==> src/rtl/systolic_skew_feeder.sv <==
// systolic_skew_feeder
//   Input sequencer for an N-row systolic array. It accepts one N-lane column
//   vector of matrix A per handshake and emits it with lane i delayed by i
//   steps. The skew triangle is zero-filled. Each job runs len feed steps and
//   then N-1 drain steps, and done pulses together with the final beat.
// Ports
//   clk       in   rising-edge clock
//   reset     in   asynchronous, active-low; clears all state and outputs
//   start     in   job start pulse, sampled in IDLE only
//   len       in   vectors per job (clamped to MAX_LEN, 0 ignored)
//   in_valid  in   in_data valid
//   in_ready  out  feeder accepts in_data (FEED state)
//   in_data   in   lane i = [i*DATA_W +: DATA_W]
//   out_valid out  out_data is a new beat
//   out_data  out  skewed lanes, same packing as in_data
//   busy      out  job in progress, through the final beat
//   done      out  one-cycle pulse with the final beat
module systolic_skew_feeder #(
  parameter  int N       = 2,
  parameter  int DATA_W  = 16,
  parameter  int MAX_LEN = 16,
  localparam int LEN_W   = $clog2(MAX_LEN + 1)
) (
  input  logic                clk,
  input  logic                reset,
  input  logic                start,
  input  logic [LEN_W-1:0]    len,
  input  logic                in_valid,
  output logic                in_ready,
  input  logic [N*DATA_W-1:0] in_data,
  output logic                out_valid,
  output logic [N*DATA_W-1:0] out_data,
  output logic                busy,
  output logic                done
);

  localparam int DC_W = (N > 1) ? $clog2(N) : 1;

  typedef enum logic [1:0] {S_IDLE, S_FEED, S_DRAIN} state_t;

  state_t           r_state, w_state_nx;
  logic [LEN_W-1:0] r_len, r_cnt, w_len_clamp;
  logic [DC_W-1:0]  r_dcnt;
  logic             r_ovalid, r_busy, r_done;
  logic             w_start_acc, w_accept, w_step;
  logic             w_last_acc, w_last_drain, w_final;

  always_comb begin
    w_len_clamp  = (len > LEN_W'(MAX_LEN)) ? LEN_W'(MAX_LEN) : len;
    w_start_acc  = (r_state == S_IDLE) && start && (len != '0);
    w_accept     = (r_state == S_FEED) && in_valid;
    w_step       = w_accept || (r_state == S_DRAIN);
    w_last_acc   = w_accept && ((r_cnt + LEN_W'(1)) == r_len);
    w_last_drain = (r_state == S_DRAIN) && (r_dcnt == DC_W'(N - 2));
    // With a single lane there is no skew, so the last accept ends the job.
    w_final      = (N == 1) ? w_last_acc : w_last_drain;

    w_state_nx = r_state;
    case (r_state)
      S_IDLE:  if (w_start_acc) w_state_nx = S_FEED;
      S_FEED:  if (w_last_acc)  w_state_nx = (N == 1) ? S_IDLE : S_DRAIN;
      S_DRAIN: if (w_last_drain) w_state_nx = S_IDLE;
      default: w_state_nx = S_IDLE;
    endcase
  end

  always_ff @(posedge clk or negedge reset) begin
    if (!reset) begin
      r_state  <= S_IDLE;
      r_len    <= '0;
      r_cnt    <= '0;
      r_dcnt   <= '0;
      r_ovalid <= 1'b0;
      r_busy   <= 1'b0;
      r_done   <= 1'b0;
    end else begin
      r_state  <= w_state_nx;
      r_ovalid <= w_step;
      r_done   <= w_final;
      // Busy covers the cycle carrying the final beat, then drops.
      r_busy   <= (w_state_nx != S_IDLE) || w_final;
      if (w_start_acc) begin
        r_len  <= w_len_clamp;
        r_cnt  <= '0;
        r_dcnt <= '0;
      end else begin
        if (w_accept && (r_cnt != r_len))
          r_cnt <= r_cnt + LEN_W'(1);
        if ((r_state == S_DRAIN) && !w_last_drain)
          r_dcnt <= r_dcnt + DC_W'(1);
      end
    end
  end

  always_comb begin
    in_ready  = (r_state == S_FEED);
    out_valid = r_ovalid;
    busy      = r_busy;
    done      = r_done;
  end

  // Lane g: (g+1)-stage shift register packed into one vector, stage 0 in
  // the low bits; the top stage is the lane output.
  for (genvar g = 0; g < N; g++) begin : g_lane
    logic [(g+1)*DATA_W-1:0] r_sr;
    logic [(g+1)*DATA_W-1:0] w_shift;
    logic [DATA_W-1:0]       w_din;

    always_comb w_din = (r_state == S_FEED) ? in_data[g*DATA_W +: DATA_W] : '0;

    if (g == 0) begin : g_first
      always_comb w_shift = w_din;
    end else begin : g_rest
      always_comb w_shift = {r_sr[g*DATA_W-1:0], w_din};
    end

    always_ff @(posedge clk or negedge reset) begin
      if (!reset)           r_sr <= '0;
      else if (w_start_acc) r_sr <= '0;
      else if (w_step)      r_sr <= w_shift;
    end

    assign out_data[g*DATA_W +: DATA_W] = r_sr[g*DATA_W +: DATA_W];
  end

endmodule
==> config.mk <==
export PLATFORM = sky130hd
export DESIGN_NAME = systolic_skew_feeder
export DESIGN_NICKNAME = d
export VERILOG_FILES = /design/src/rtl/systolic_skew_feeder.sv
export SDC_FILE = /design/constraint.sdc
export NUM_CORES = 1
export LEC_CHECK = 0
export BUFFER_PORTS_ARGS = -buffer_cell sky130_fd_sc_hd__buf_2
export CORE_MARGIN = 4
export CORE_UTILIZATION = 35
export DETAILED_ROUTE_END_ITERATION = 8
export PLACE_DENSITY = 0.65
export SLEW_MARGIN = 20
export SYNTH_ARGS = -nofsm -noshare
export SYNTH_HDL_FRONTEND = slang
export SYNTH_SLANG_ARGS = --single-unit
==> constraint.sdc <==
create_clock -name clk -period 1.7 [get_ports clk]
set_clock_uncertainty 0.1 [all_clocks]
set_input_delay 0.34 -clock clk [delete_from_list [all_inputs] [get_ports clk]]
set_output_delay 0.34 -clock clk [all_outputs]
set_load 0.01 [all_outputs]
==> qor.yml <==
place:
  gp_congestion: 0.805
  place_hpwl_um: 4330
  pre_cts_slack_ns: -0.172
  port_buffers: 76
  placed_cells: 437
setup_path:
  arrival_ns: 1.17
  critPathLaunchType: "flop"
  worstSetupEndpointType: "primary output"
  critical_path_class: "reg -> out"
  crit_chain: "nor2b_1 -> buf_4 -> buf_2"
  worstPathMaxFanout: 5
  r2r-end: "r_state[1]"
  reg2reg_depth: 5
  crit_slowest_cell: "dfrtp_1"
  rrSetupSlack_ns: 0.10
  slowest_delay_ns: 0.41
  crit_required_ns: 1.26
  r2r-start: "r_cnt[0]"
clocking:
  clk_pin_slew_ns: 0.07
  clock_tree.root_cell: "clkbuf_8"
  insertion_delay_ns: 0.33
  cts_buffer_depth: 2
  htree_levels: 3
  cts_tree: "yes"
  clkSinkCount: 64
  cts_buffers: 9
detailed_routing:
  num_vias: 2196
  firstDrtPassIters: 4
  routed_wl_um: 6370
  via_per_inst: 4.84
  first_iter_violations: 91
  routedWlPerCell_um: 14.0
  ant_nets: 0
  drc: 0
power:
  peakVddDrop_v: 0.000801
  leakage_nw: 1.79
  power_density_nw_per_um2: 1810
global_routing:
  use_met2_pct: 20.4
  use_met1_pct: 17.4
  grt_util_met3_pct: 3.64
  grt-busiest-layer: "met2"
  grt_max_degree: 65
  grt_usage_pct: 13.4
  grt_pass1_wl_um: 10300
  grt_overflow: 0
  grt_pass1_vias: 2160
  antenna_found_initial: 0
timing:
  fin_crit_sh_pct: 94.6
  hold_ws_ns: 0.157
  hold_viol: 0
  slew_headroom_pct: 70.5
  max_freq_mhz: 622
  slew_violations: 0
  setup_viol: 0
  layout_min_cycle_time_ns: 1.61
  worst_slack_ns: 0.0926
  worst_pin_slew_ns: 0.441
logic_synthesis:
  synth_area_sq_um: 2840
  ys_warn_count: 0
  yosys.area.top_type: "dfrtp_1"
  synth_xor_area_share_pct: 2.16
  synth_area_per_cell_sq_um: 10.2
  seq_area_frac_synth_pct: 56.4
  post-synth-top-count-cell: "dfrtp_1"
  yosys.area_share.simple_pct: 15.2
  synthAdderAreaFrac_pct: 0.440
  synthTopCellsByArea: "dfrtp_1 (56%), a22oi_1 (8.5%), nand2_1 (6.1%)"
  synth_compound_area_share_pct: 14.8
  synth_top_area_share_pct: 56.4
  ys_seq_elements: 64
  synth_enable_flop_cells: 0
  synth_top_family_by_area: "simple AND/OR/NAND/NOR gates"
  synth_cell_types: 34
  synthesis.nets: 320
  synth_mux_area_share_pct: 1.76
  synth_commonest_cells: "dfrtp_1 (64), nand2_1 (46), nor2_1 (37), a22oi_1 (32)"
  synth_flop_cell: "dfrtp_1"
  syn_inst: 278
  synth_async_sr_flop_share_pct: 100
min_path:
  min_from: "in_data[7]"
  min_path_cells: 3
  worst_hold_path_type: "in -> reg"
  whs_endpoint: "g_lane[0].r_sr[7]"
die:
  initial_utilization_pct: 36.4
  io_pins: 77
  core_sq_um: 7810
  die_h_um: 98.1
  rows: 32
  die-area_sq_um: 9620
  die_width_um: 98.1
outcome:
  status: "complete, no violations"
layout:
  final_nets: 390
  fin_cells: 454
  drive_gt1_share_pct: 33.2
  utilization_pct: 45.3
  area_delta_synth_final_pct: 24.4
  diodes: 0
job:
  max-cap-violations: 0
## cell usage in the layout (no fill, tap or decap), drive strengths merged, types with 3 or more instances in the layout
master,synthesis,final
clkinv,1,5
nor2b,3,3
clkbuf,7,9
buf,28,93
dfrtp,64,64
a21oi,17,17
xnor2,4,4
a22oi,32,32
o21ai,3,3
nand3b,5,5
mux2i,5,5
xor2,3,3
nand2,46,46
nor2,37,37
inv,3,3
## flip-flops by register name, indices dropped and copies added (netlist names)
register,cells
busy,1
done,1
g_lane.r_sr,48
out_valid,1
r_cnt,5
r_dcnt,1
r_len,5
r_state,2
## worst max-delay path by stage
stage / slack, ns / depth (start not counted) / end / start
after floorplan: 0.03 / 6 / r_len[2] / len[0]
after global placement: -0.10 / 5 / g_lane[1].r_sr[27] / len[0]
after detailed placement: -0.17 / 5 / g_lane[1].r_sr[30] / len[0]
after CTS: 0.03 / 5 / r_state[0] / r_cnt[0]
after global routing: -0.02 / 5 / r_cnt[2] / r_cnt[0]
final: 0.09 / 3 / in_ready / r_state[0]
## critical path: cells and delay by family (launching register included)
family / cells / cell delay, ns
flip-flops: 1 / 0.41
buffers and inverters: 2 / 0.28
AND/OR/NAND/NOR: 1 / 0.15
## through the flow
stage	setup TNS (ns)	power (W)	instance area [sq um]
global placement	-4.38	0.00499	3290
floorplan	0	0.00433	2840
global route	-0.0277	0.00689	3530
finish	0	0.00639	3530
detailed placement	-6.59	0.00506	3290
CTS	0	0.00634	3480
## metal layers
| metal | share of wire [%] | vias up |
|---|---|---|
| li1 | - | 1067 |
| met1 | 45 | 1052 |
| met2 | 46 | 65 |
| met3 | 6.7 | 12 |
| met4 | 2.4 | 0 |
| met5 | 0 | - |
## cells by family after synthesis
logic type	after synthesis
buffers and inverters	39
AND/OR/NAND/NOR	101
flip-flops	64
XOR/XNOR	7
adder cells (fa/ha/maj)	1
multiplexers	5
AO/OA/AOI/OAI	61
## where the power goes
group / switching, W / internal (W) / total [W]
Clock: 0.000567 / 0.000663 / 0.00123
Sequential: 0.000386 / 0.00215 / 0.00253
Combinational: 0.00145 / 0.00118 / 0.00263
Total: 0.00240 / 0.00399 / 0.00639
## timing repair
item / in CTS / in global routing
setup endpoints to repair: 2 / 10
endpoints found under the hold margin: 64 / 0
pin swaps: 0 / 4
hold buffers: 1 / 0
gates resized for setup: 1 / 7
setup buffers: 0 / 1
## layout make-up
type,count,area (sq um)
Multi-Input combinational cell,175,1020
Timing Repair Buffer,94,581
Inverter,4,15.0
Sequential cell,64,1600
Clock inverter,6,61.3
Fill cell,800,4270
Clock buffer,9,124
Tap cell,102,128
No activity file was read; power rests on OpenSTA's default activity.
